**src/rtl/posit_encode_es2.sv**
```systemverilog
// rtl/posit_encode_es2.sv - three-stage es=2 posit encoder with RNE rounding and saturation
module posit_encode_es2 #(
  parameter int POSIT_N = 32,
  parameter int FRAC_W  = 30
) (
  input  logic                clk,
  input  logic                reset,
  input  logic                start,
  input  logic [FRAC_W+10:0]  in_sum,
  output logic [POSIT_N-1:0]  result,
  output logic                done
);
  localparam int IW   = FRAC_W + 11;
  // Regime pattern (2) + exponent (2) + fraction + padding that catches every
  // bit shifted out of the body, so sticky never loses information.
  localparam int YW   = 4 + FRAC_W + POSIT_N;
  localparam int SMAX = 4 * (POSIT_N - 2);
  localparam logic [POSIT_N-1:0] MAXPOS = {1'b0, {(POSIT_N-1){1'b1}}};
  localparam logic [POSIT_N-1:0] MINPOS = {{(POSIT_N-1){1'b0}}, 1'b1};
  localparam logic [POSIT_N-1:0] NAR    = {1'b1, {(POSIT_N-1){1'b0}}};

  logic v1, v2, v3;

  // Stage 1: registered raw input and its decoded fields
  logic [IW-1:0]        s1_in;
  logic                 s1_sgn, s1_inf, s1_zero;
  logic signed [7:0]    s1_scale;
  logic [FRAC_W-1:0]    s1_frac;
  logic signed [5:0]    s1_k;
  logic [4:0]           s1_m;
  logic                 s1_hi, s1_lo;

  // Stage 2: decoded operands ready for the regime shift
  logic                 s2_sgn, s2_kneg, s2_inf, s2_zero, s2_hi, s2_lo;
  logic [4:0]           s2_m;
  logic [1:0]           s2_e;
  logic [FRAC_W-1:0]    s2_frac;
  logic signed [YW-1:0] s2_y, s2_ys;
  logic [POSIT_N-2:0]   s2_body;
  logic                 s2_guard, s2_sticky;

  // Stage 3: truncated body plus rounding bits
  logic                 s3_sgn, s3_inf, s3_zero, s3_hi, s3_lo;
  logic [POSIT_N-2:0]   s3_body;
  logic                 s3_guard, s3_sticky;
  logic                 s3_rnd;
  logic [POSIT_N-1:0]   s3_sum, s3_mag, s3_res;

  // Split the input word; k = scale >>> 2 and the shift count that builds the regime
  always_comb begin
    s1_sgn   = s1_in[IW-1];
    s1_scale = s1_in[IW-2 -: 8];
    s1_frac  = s1_in[FRAC_W+1:2];
    s1_inf   = s1_in[1];
    s1_zero  = s1_in[0];
    s1_k     = s1_scale[7:2];
    // k >= 0 needs k extra copies of the leading one; k < 0 needs -k-1 extra zeros (= ~k)
    s1_m     = s1_k[5] ? ~s1_k[4:0] : s1_k[4:0];
    s1_hi    = (s1_scale > SMAX);
    s1_lo    = (s1_scale < -SMAX);
  end

  // Regime built by arithmetic-shifting a seeded "10"/"01" pattern, then split into body/guard/sticky
  always_comb begin
    s2_y      = {~s2_kneg, s2_kneg, s2_e, s2_frac, {POSIT_N{1'b0}}};
    s2_ys     = s2_y >>> s2_m;
    s2_body   = s2_ys[YW-1 -: POSIT_N-1];
    s2_guard  = s2_ys[YW-POSIT_N];
    s2_sticky = |s2_ys[YW-POSIT_N-1:0];
  end

  // Round to nearest even, clamp into [minpos, maxpos], apply specials and sign
  always_comb begin
    s3_rnd = s3_guard & (s3_body[0] | s3_sticky);
    s3_sum = {1'b0, s3_body} + (s3_rnd ? MINPOS : '0);
    if (s3_hi || s3_sum[POSIT_N-1])
      s3_mag = MAXPOS;
    else if (s3_lo || (s3_sum == '0))
      s3_mag = MINPOS;
    else
      s3_mag = s3_sum;
    if (s3_inf)
      s3_res = NAR;
    else if (s3_zero)
      s3_res = '0;
    else if (s3_sgn)
      s3_res = ~s3_mag + MINPOS;
    else
      s3_res = s3_mag;
  end

  // Pipeline data registers; validity is tracked separately so these need no reset
  always_ff @(posedge clk) begin
    s1_in     <= in_sum;
    s2_sgn    <= s1_sgn;
    s2_kneg   <= s1_k[5];
    s2_m      <= s1_m;
    s2_e      <= s1_scale[1:0];
    s2_frac   <= s1_frac;
    s2_inf    <= s1_inf;
    s2_zero   <= s1_zero;
    s2_hi     <= s1_hi;
    s2_lo     <= s1_lo;
    s3_sgn    <= s2_sgn;
    s3_body   <= s2_body;
    s3_guard  <= s2_guard;
    s3_sticky <= s2_sticky;
    s3_inf    <= s2_inf;
    s3_zero   <= s2_zero;
    s3_hi     <= s2_hi;
    s3_lo     <= s2_lo;
  end

  // Valid chain and output register; result only changes when a new value completes
  always_ff @(posedge clk or posedge reset) begin
    if (reset) begin
      v1     <= 1'b0;
      v2     <= 1'b0;
      v3     <= 1'b0;
      done   <= 1'b0;
      result <= '0;
    end else begin
      if (start) v1 <= 1'b1;
      else       v1 <= 1'b0;
      v2   <= v1;
      v3   <= v2;
      done <= v3;
      if (v3) result <= s3_res;
    end
  end

endmodule
```
**config.mk**
```make
export PLATFORM = sky130hd
export DESIGN_NAME = posit_encode_es2
export DESIGN_NICKNAME = d
export VERILOG_FILES = /design/src/rtl/posit_encode_es2.sv
export SDC_FILE = /design/constraint.sdc
export NUM_CORES = 1
export LEC_CHECK = 0
export BUFFER_PORTS_ARGS = -buffer_cell sky130_fd_sc_hd__clkbuf_2
export CAP_MARGIN = 10
export CORE_MARGIN = 4
export CORE_UTILIZATION = 32
export DETAILED_ROUTE_END_ITERATION = 6
export MAX_ROUTING_LAYER = met4
export PLACE_DENSITY = 0.5
export SYNTH_ARGS = -nofsm -noshare
export SYNTH_HDL_FRONTEND = slang
export SYNTH_SLANG_ARGS = --single-unit
```
**constraint.sdc**
```tcl
create_clock -name clk -period 6.1 [get_ports clk]
set_input_delay 1.22 -clock clk [delete_from_list [all_inputs] [get_ports clk]]
set_output_delay 1.22 -clock clk [all_outputs]
set_load 0.02 [all_outputs]
```
==> summary.txt, run 1 <==
Drt
  – Vias per inst: 5.403
  – Vias: 6684
  – Antenna-violating nets left: 0
  – TritonRoute pass-1 iters: 5
  – Drt drc: 0
  – WL final: 21910 µm
  – Iter 0 DRT Violations: 420
  – WL/cell: 17.71 µm

Clock tree
  – Clk Latency, worst-skew pair: 0.43 ns
  – H-tree depth: 4
  – Cts bufs inserted: 17
  – Clk slew on worst S/H paths: 0.09 ns
  – Hold-fix buffer count after cts: 0
  – CTS Sinks: approximately 160
  – Root buffer cell: clkbuf_16
  – CTS tree: built
  – CTS max path bufs: 2

Logic synthesis
  – Syn nets: roughly 900
  – Sequential area share after synthesis: 0.4136
  – EDFF count, synth: 0
  – Ys flop type: dfxtp_1
  – Post-synth top area cell: dfxtp_1
  – Cells after Synth: 853
  – Synth top area cells: dfxtp_1 30%, dfrtp_1 11%, mux4_2 7.0%
  – FFs w/ async S/R, synth: 0.2278
  – Syn Area/Cell: 9.476 µm²
  – Yosys top cell area share: 0.3022
  – Mapped cell area: 0.008083 mm²
  – Count of cell types in the netlist: 74
  – Yosys warning count: 0
  – Seq cells post-synth: 158

STA
  – RSZ-0062 raised after global routing: false
  – Achievable frequency: roughly 180 MHz
  – Max-slew violations: 0
  – Setup TNS Final: 0 ns
  – Final period utilization: 0.9043
  – Final min period: approximately 5.5 ns
  – Clock Skews: 0.02034 ns
  – # setup viols final: 0
  – Slew HR: 0.4498
  – Endpoints failing hold: 0
  – Worst slew pin tran: 0.8177 ns

Setup path
  – Maximum fanout along the worst path: 11
  – CP required: between 6 and 7 ns
  – R2R depth: 20
  – Worst R2R Start: s3_body[0]$_DFF_P_
  – CP endpoint kind: flip-flop
  – Kind of critical path: flip-flop to flip-flop
  – Worst setup SP type: flip-flop
  – Setup crit start: s3_body[0]$_DFF_P_
  – CP Data Arrival Time: roughly 6 ns

Pwr
  – Leak: about 3.7 nW
  – Max VDD drop: ~0.14 mV
  – PwrDens: 331.4 mW/mm²

GRT
  – GR Util All Layers: 0.1622
  – Grt ovf: 0
  – Vias in the first global route: roughly 6500
  – Largest net degree at the start of global routing: 47
  – Global-route wire length before repair: about 36000 µm
  – Initial antenna violation count: 0

Placed design
  – Placed cells: 1205
  – Placer Congestion: between 0.9 and 1
  – HPWL after DPL: 16130 µm
  – I/O Buffers: 76

Run status
  – Outcome: finished, final reports clean

Finish
  – Finished Layout Cells: 1237
  – Net count, final: 950
  – Antenna diodes: 0
  – Area of the multi-input gates: 0.004403 mm²
  – Layout area overhead: 15.57%
  – Share of cells above drive strength 1: 0.2092
  – Register area: roughly 0.0033 mm²
  – Fillers: 2477

Run
  – Maxcap violations: 0

Floorplan
  – Die area: roughly 0.028 mm²
  – Die X: 166.9 µm
  – Core Footprint: 0.02460 mm²
  – Row cnt: 57
  – Die Y: between 150 and 200 µm
  – Initial Util: 0.3285
  – Ports: 77

Worst hold path
  – Worst hold start: s2_hi$_DFF_P_
  – Hold Crit Class: flip-flop to flip-flop
  – Hold path cells: 0
## synth_stat cells, types with 22 or more instances
| cell type | number |
|---|---|
| xnor2_1 | 36 |
| mux2i_1 | 24 |
| clkbuf_1 | 48 |
| dfxtp_1 | 122 |
| nor2_1 | 44 |
| nand2_1 | 70 |
| inv_1 | 22 |
| mux4_2 | 25 |
| dfrtp_1 | 36 |
| o21ai_0 | 73 |
| a21oi_1 | 44 |
| nor3_1 | 23 |
## kinds of logic after synthesis
kind of cell | Yosys count | synth area share
mux | 64 | 0.1203
xor+xnor | 56 | 0.06068
fa+ha+maj | 6 | 0.009288
buf+inv | 89 | 0.04412
flops | 158 | 0.4136
simple gates | 249 | 0.1594
compound gates | 231 | 0.1926
## report_power, final
group          internal [mW]  switching, mW
combinational          0.305          0.451
sequential              1.14          0.127
clock                  0.553          0.524
total                   1.99           1.10
## critical path, stage by stage (launching register included)
cell,delay [ns]
dfxtp_1,0.34
o21a_1,0.11
ha_1,0.25
ha_1,0.33
nand3_1,0.39
nor3_1,0.41
nand2_1,0.13
or4_4,0.46
a2111oi_4,0.51
a31oi_1,0.26
a21oi_2,0.23
ha_1,0.30
inv_1,0.10
a311oi_1,0.25
buf_4,0.20
nand4_1,0.18
nor4_1,0.32
a21boi_0,0.13
o21ai_0,0.22
xnor2_1,0.10
a22o_1,0.19
## sequential cells by signal, summed over array words and instances (netlist names), 2 cells and up
| register | flops |
|---|---|
| result | 32 |
| s1_in | 41 |
| s2_e | 2 |
| s2_frac | 30 |
| s2_m | 5 |
| s3_body | 31 |
## cell usage in the layout (no fill, tap or decap), drive strengths merged, types with 5 or more instances in the layout
| master | count |
|---|---|
| dfxtp | 122 |
| mux4 | 25 |
| and4 | 8 |
| a2111oi | 6 |
| clkbuf | 93 |
| xnor2 | 36 |
| a211oi | 6 |
| clkinv | 6 |
| a31o | 5 |
| o211ai | 10 |
| mux2 | 15 |
| or4 | 6 |
| nand4 | 21 |
| or2 | 6 |
| inv | 32 |
| o21ai | 74 |
| or3 | 6 |
| nor2 | 45 |
| a21oi | 45 |
| a221o | 5 |
| nand3 | 21 |
| a31oi | 10 |
| xor2 | 20 |
| nor3 | 23 |
| a22o | 15 |
| nand2 | 70 |
| and2 | 7 |
| o41ai | 6 |
| nor2b | 8 |
| ha | 6 |
| buf | 16 |
| nor4 | 17 |
| mux2i | 24 |
| o31ai | 7 |
| dfrtp | 36 |
## worst paths after layout
path / endpoint / slack [ns]
setup / recovery: result[30]$_DFFE_PP0P_ / 0.58
hold / removal: s3_hi$_DFF_P_ / 0.31
setup reg to reg: result[30]$_DFFE_PP0P_ / 0.58
hold reg to reg: s3_hi$_DFF_P_ / 0.31
max in group asynchronous: result[0]$_DFFE_PP0P_ / 4.89
min in group asynchronous: result[24]$_DFFE_PP0P_ / 0.86
## routing by layer
layer,up-vias,GRT usage,share of wire,wire (µm)
met1,3217,0.2263,0.48,10440
met3,15,0.02465,0.043,943
li1,3269,-,-,-
met2,183,0.2483,0.47,10310
met5,-,-,0,0
met4,0,0.04020,0.010,224
## final cells by class
class	count	share of cell area
sequential	158	0.3580
clock inverter	15	0.01808
clock buffer	17	0.04554
tap	324	0.04340
inverter	25	0.01005
timing repair buffer	92	0.05358
multi-input combinational	606	0.4713
## metrics by stage
| stage | util | total power [mW] | instance area [µm²] | setup slack, ns | hold WS, ns |
|---|---|---|---|---|---|
| floorplan | - | 1.813 | 8083 | 0.7687 | 0.3096 |
| global placement | 0.3550 | 2.042 | 8736 | 0.8136 | 0.3114 |
| detailed placement | 0.3550 | 2.035 | 8736 | 0.6022 | 0.3121 |
| CTS | 0.3792 | 3.126 | 9330 | 0.5600 | 0.3210 |
| global route | 0.3797 | 3.272 | 9341 | 0.01466 | 0.3344 |
| finish | 0.3797 | 3.096 | 9341 | 0.5839 | 0.3124 |
## repair_timing
| action | in CTS | in global routing |
|---|---|---|
| hold endpoints to repair | 0 | 0 |
| setup buffers | 0 | 0 |
| resized for setup | 0 | 2 |
| endpoints found under the setup margin | 0 | 1 |
No activity file was read; power rests on OpenSTA's default activity.
==> run 2, diff against run 1 <==
Settings changed: GPL_TIMING_DRIVEN set to 0, PLACE_DENSITY 0.5 to not set, SLEW_MARGIN set to 40.
==> run 2 against run 1 <==
  * Design area increased by 3.1%
  * Sequential power fell by 3%
  * Setup slack got worse by 0.20 ns
  * Critical endpoint unchanged
==> summary.txt, run 2 (synthesis results as in run 1) <==
Finish
  – Antenna diodes: 0
  – Most common cell after layout, fill and taps aside: dfxtp_1
  – Finished Layout Cells: 1290
  – Net count, final: 1003
  – Most frequent cells in the layout: 122 x dfxtp_1, 76 x clkbuf_2, 73 x o21ai_0
  – Share of cells above drive strength 1: 0.2070
  – Layout area overhead: 19.20%
  – Most flops, register: s1_in
  – Top Registers: s1_in (41), result (32), s3_body (31)
  – Max FFs per register: 41
  – Final Instance Area: between 0.009 and 0.01 mm²

STA
  – Final setup margin: 0.3878 ns
  – RSZ-0062 raised after global routing: false
  – Final period utilization: 0.9364
  – # setup viols final: 0
  – Endpoints failing hold: 0
  – Setup TNS Final: 0 ns
  – Slew HR: 0.4581
  – Final min period: 5.712 ns
  – Worst slew pin tran: 0.8054 ns
  – Achievable frequency: 175.1 MHz
  – Max-slew violations: 0
  – Clock Skews: 0.01388 ns

Placed design
  – HPWL after DPL: 17780 µm
  – Placed cells: ~1300
  – DP Area: a little under 0.009 mm²
  – Post-place setup slack: -0.4741 ns
  – Placer Congestion: 0.9194
  – I/O Buffers: 76

Setup path
  – CP endpoint kind: flip-flop
  – CP delay by family, top: compound AO/OA/AOI/OAI gates
  – Buf+Inv Stages, Crit Path: 3
  – Worst setup SP type: flip-flop
  – Worst-path cell chain: o21a_1, ha_2, nand4_4, or4_1, clkbuf_1, nor4_4, o311ai_4, a2111oi_4, a31oi_2, buf_2, a21oi_2, ha_1, inv_1, a311oi_4, nand4_1, nor4_1, a21boi_0, o21ai_0, xnor2_1, a22o_1
  – CP required: 6.42 ns
  – Kind of critical path: flip-flop to flip-flop
  – Setup crit start: s3_body[0]$_DFF_P_
  – Maximum fanout along the worst path: 10
  – Slowest CP cell: or4_1
  – Max incr delay on CP: 0.56 ns
  – Worst R2R Start: s3_body[0]$_DFF_P_
  – CP Data Arrival Time: between 6 and 7 ns
  – R2r setup slk: 0.39 ns

Clock tree
  – Root buffer cell: clkbuf_16
  – Clk Latency, worst-skew pair: ~0.43 ns
  – CTS Sinks: 158
  – CTS max path bufs: 2
  – Clk slew on worst S/H paths: roughly 0.070 ns
  – Cts bufs inserted: 17
  – H-tree depth: 4
  – CTS tree: built

Pwr
  – Power consumption: 3.150 mW
  – Max VDD drop: ~0.18 mV
  – Leak: 3.739 nW
  – PwrDens: 326.9 mW/mm²

Run status
  – Outcome: finished, final reports clean

Floorplan
  – Initial Util: 0.3285
  – Die area: between 0.02 and 0.03 mm²
  – Die X: 166.9 µm
  – Row cnt: 57
  – Ports: 77
  – Die Y: 166.9 µm
  – Core Footprint: approximately 0.025 mm²

GRT
  – Initial antenna violation count: 0
  – Met2 GRT Util: 0.2725
  – Vias in the first global route: 6626
  – Met3 usage: 0.02655
  – Largest net degree at the start of global routing: 37
  – Grt ovf: 0
  – Layer with the highest usage: met2
  – Global-route wire length before repair: 37200 µm
  – Met1 Use GR: 0.2196
  – GR Util All Layers: 0.1698

Worst hold path
  – Hold Crit Class: flip-flop to flip-flop
  – Worst hold start: s1_in[23]$_DFF_P_

Drt
  – WL final: 23250 µm
  – Vias per inst: 5.349
  – Iter 0 DRT Violations: 579
  – Vias: 6900
  – TritonRoute pass-1 iters: 5
  – WL/cell: between 15 and 20 µm
  – Antenna-violating nets left: 0
  – Drt drc: 0

Run
  – Maxcap violations: 0
[run 2: cell types whose count changed in the layout (fill, tap and decap cells not counted), moves of 2 or more]
cell	before	now
buf_2	0	9
buf_1	0	5
clkbuf_1	0	47
buf_4	16	7
a31oi_1	10	7
nor3_2	2	0
a31oi_2	0	3
nor4_2	1	4
clkinv_8	3	5
nor4_4	1	3
nor4_1	15	10
[run 2: path summary, 6_finish.rpt]
| check | cells after the start | end |
|---|---|---|
| worst max register to register | 20 | result[30]$_DFFE_PP0P_ |
| worst min-delay path | 0 | s2_frac[21]$_DFF_P_ |
| min in group asynchronous | 2 | done$_DFF_PP0_ |
| max in group asynchronous | 2 | result[6]$_DFFE_PP0P_ |
| worst min register to register | 0 | s2_frac[21]$_DFF_P_ |
| worst max-delay path | 20 | result[30]$_DFFE_PP0P_ |
[run 2: area by class of cell]
class	instances	area, µm²
tap	324	405.4
multi-input combinational	606	4507
fill	2507	14970
timing repair buffer	82	425.4
buffer	63	259.0
clock buffer	17	425.4
sequential	158	3343
inverter	25	95.09
clock inverter	15	173.9
[run 2: stage by stage]
stage / hold slack, ns / utilization
after CTS: 0.3269 / 0.3872
final: 0.3262 / 0.3916
after floorplan: 0.3096 / -
after global placement: 0.3118 / 0.3604
after detailed placement: 0.3121 / 0.3609
after global routing: 0.3366 / 0.3916
[run 2: report_power, final]
| part | leakage (nW) | internal (mW) | switching (mW) |
|---|---|---|---|
| Combinational | 1.95 | 0.326 | 0.536 |
| Clock | 0.286 | 0.552 | 0.520 |
| Sequential | 1.50 | 1.13 | 0.0805 |
[run 2: worst register-to-register path, delay by kind of cell (launching register included)]
| kind | cells | cell delay [ns] |
|---|---|---|
| AOI/OAI and AO/OA | 9 | 2.08 |
| and+or+nand+nor | 5 | 1.75 |
| buffers and inverters | 3 | 0.67 |
| adders and majority gates | 2 | 0.58 |
| DFF | 1 | 0.41 |
| xor gates and xnor gates | 1 | 0.11 |
[run 2: what timing repair did]
action / in CTS / in global routing
pin swaps: 2 / 1
setup buffers: 4 / 2
hold buffers: 0 / 0
endpoints found under the setup margin: 4 / 3
resized for setup: 2 / 12
[run 2: metal layers]
metal | wire [µm] | share of wire
met1 | 10500 | 0.45
met2 | 11160 | 0.48
met3 | 1070 | 0.046
met4 | 522 | 0.022
met5 | 0 | 0
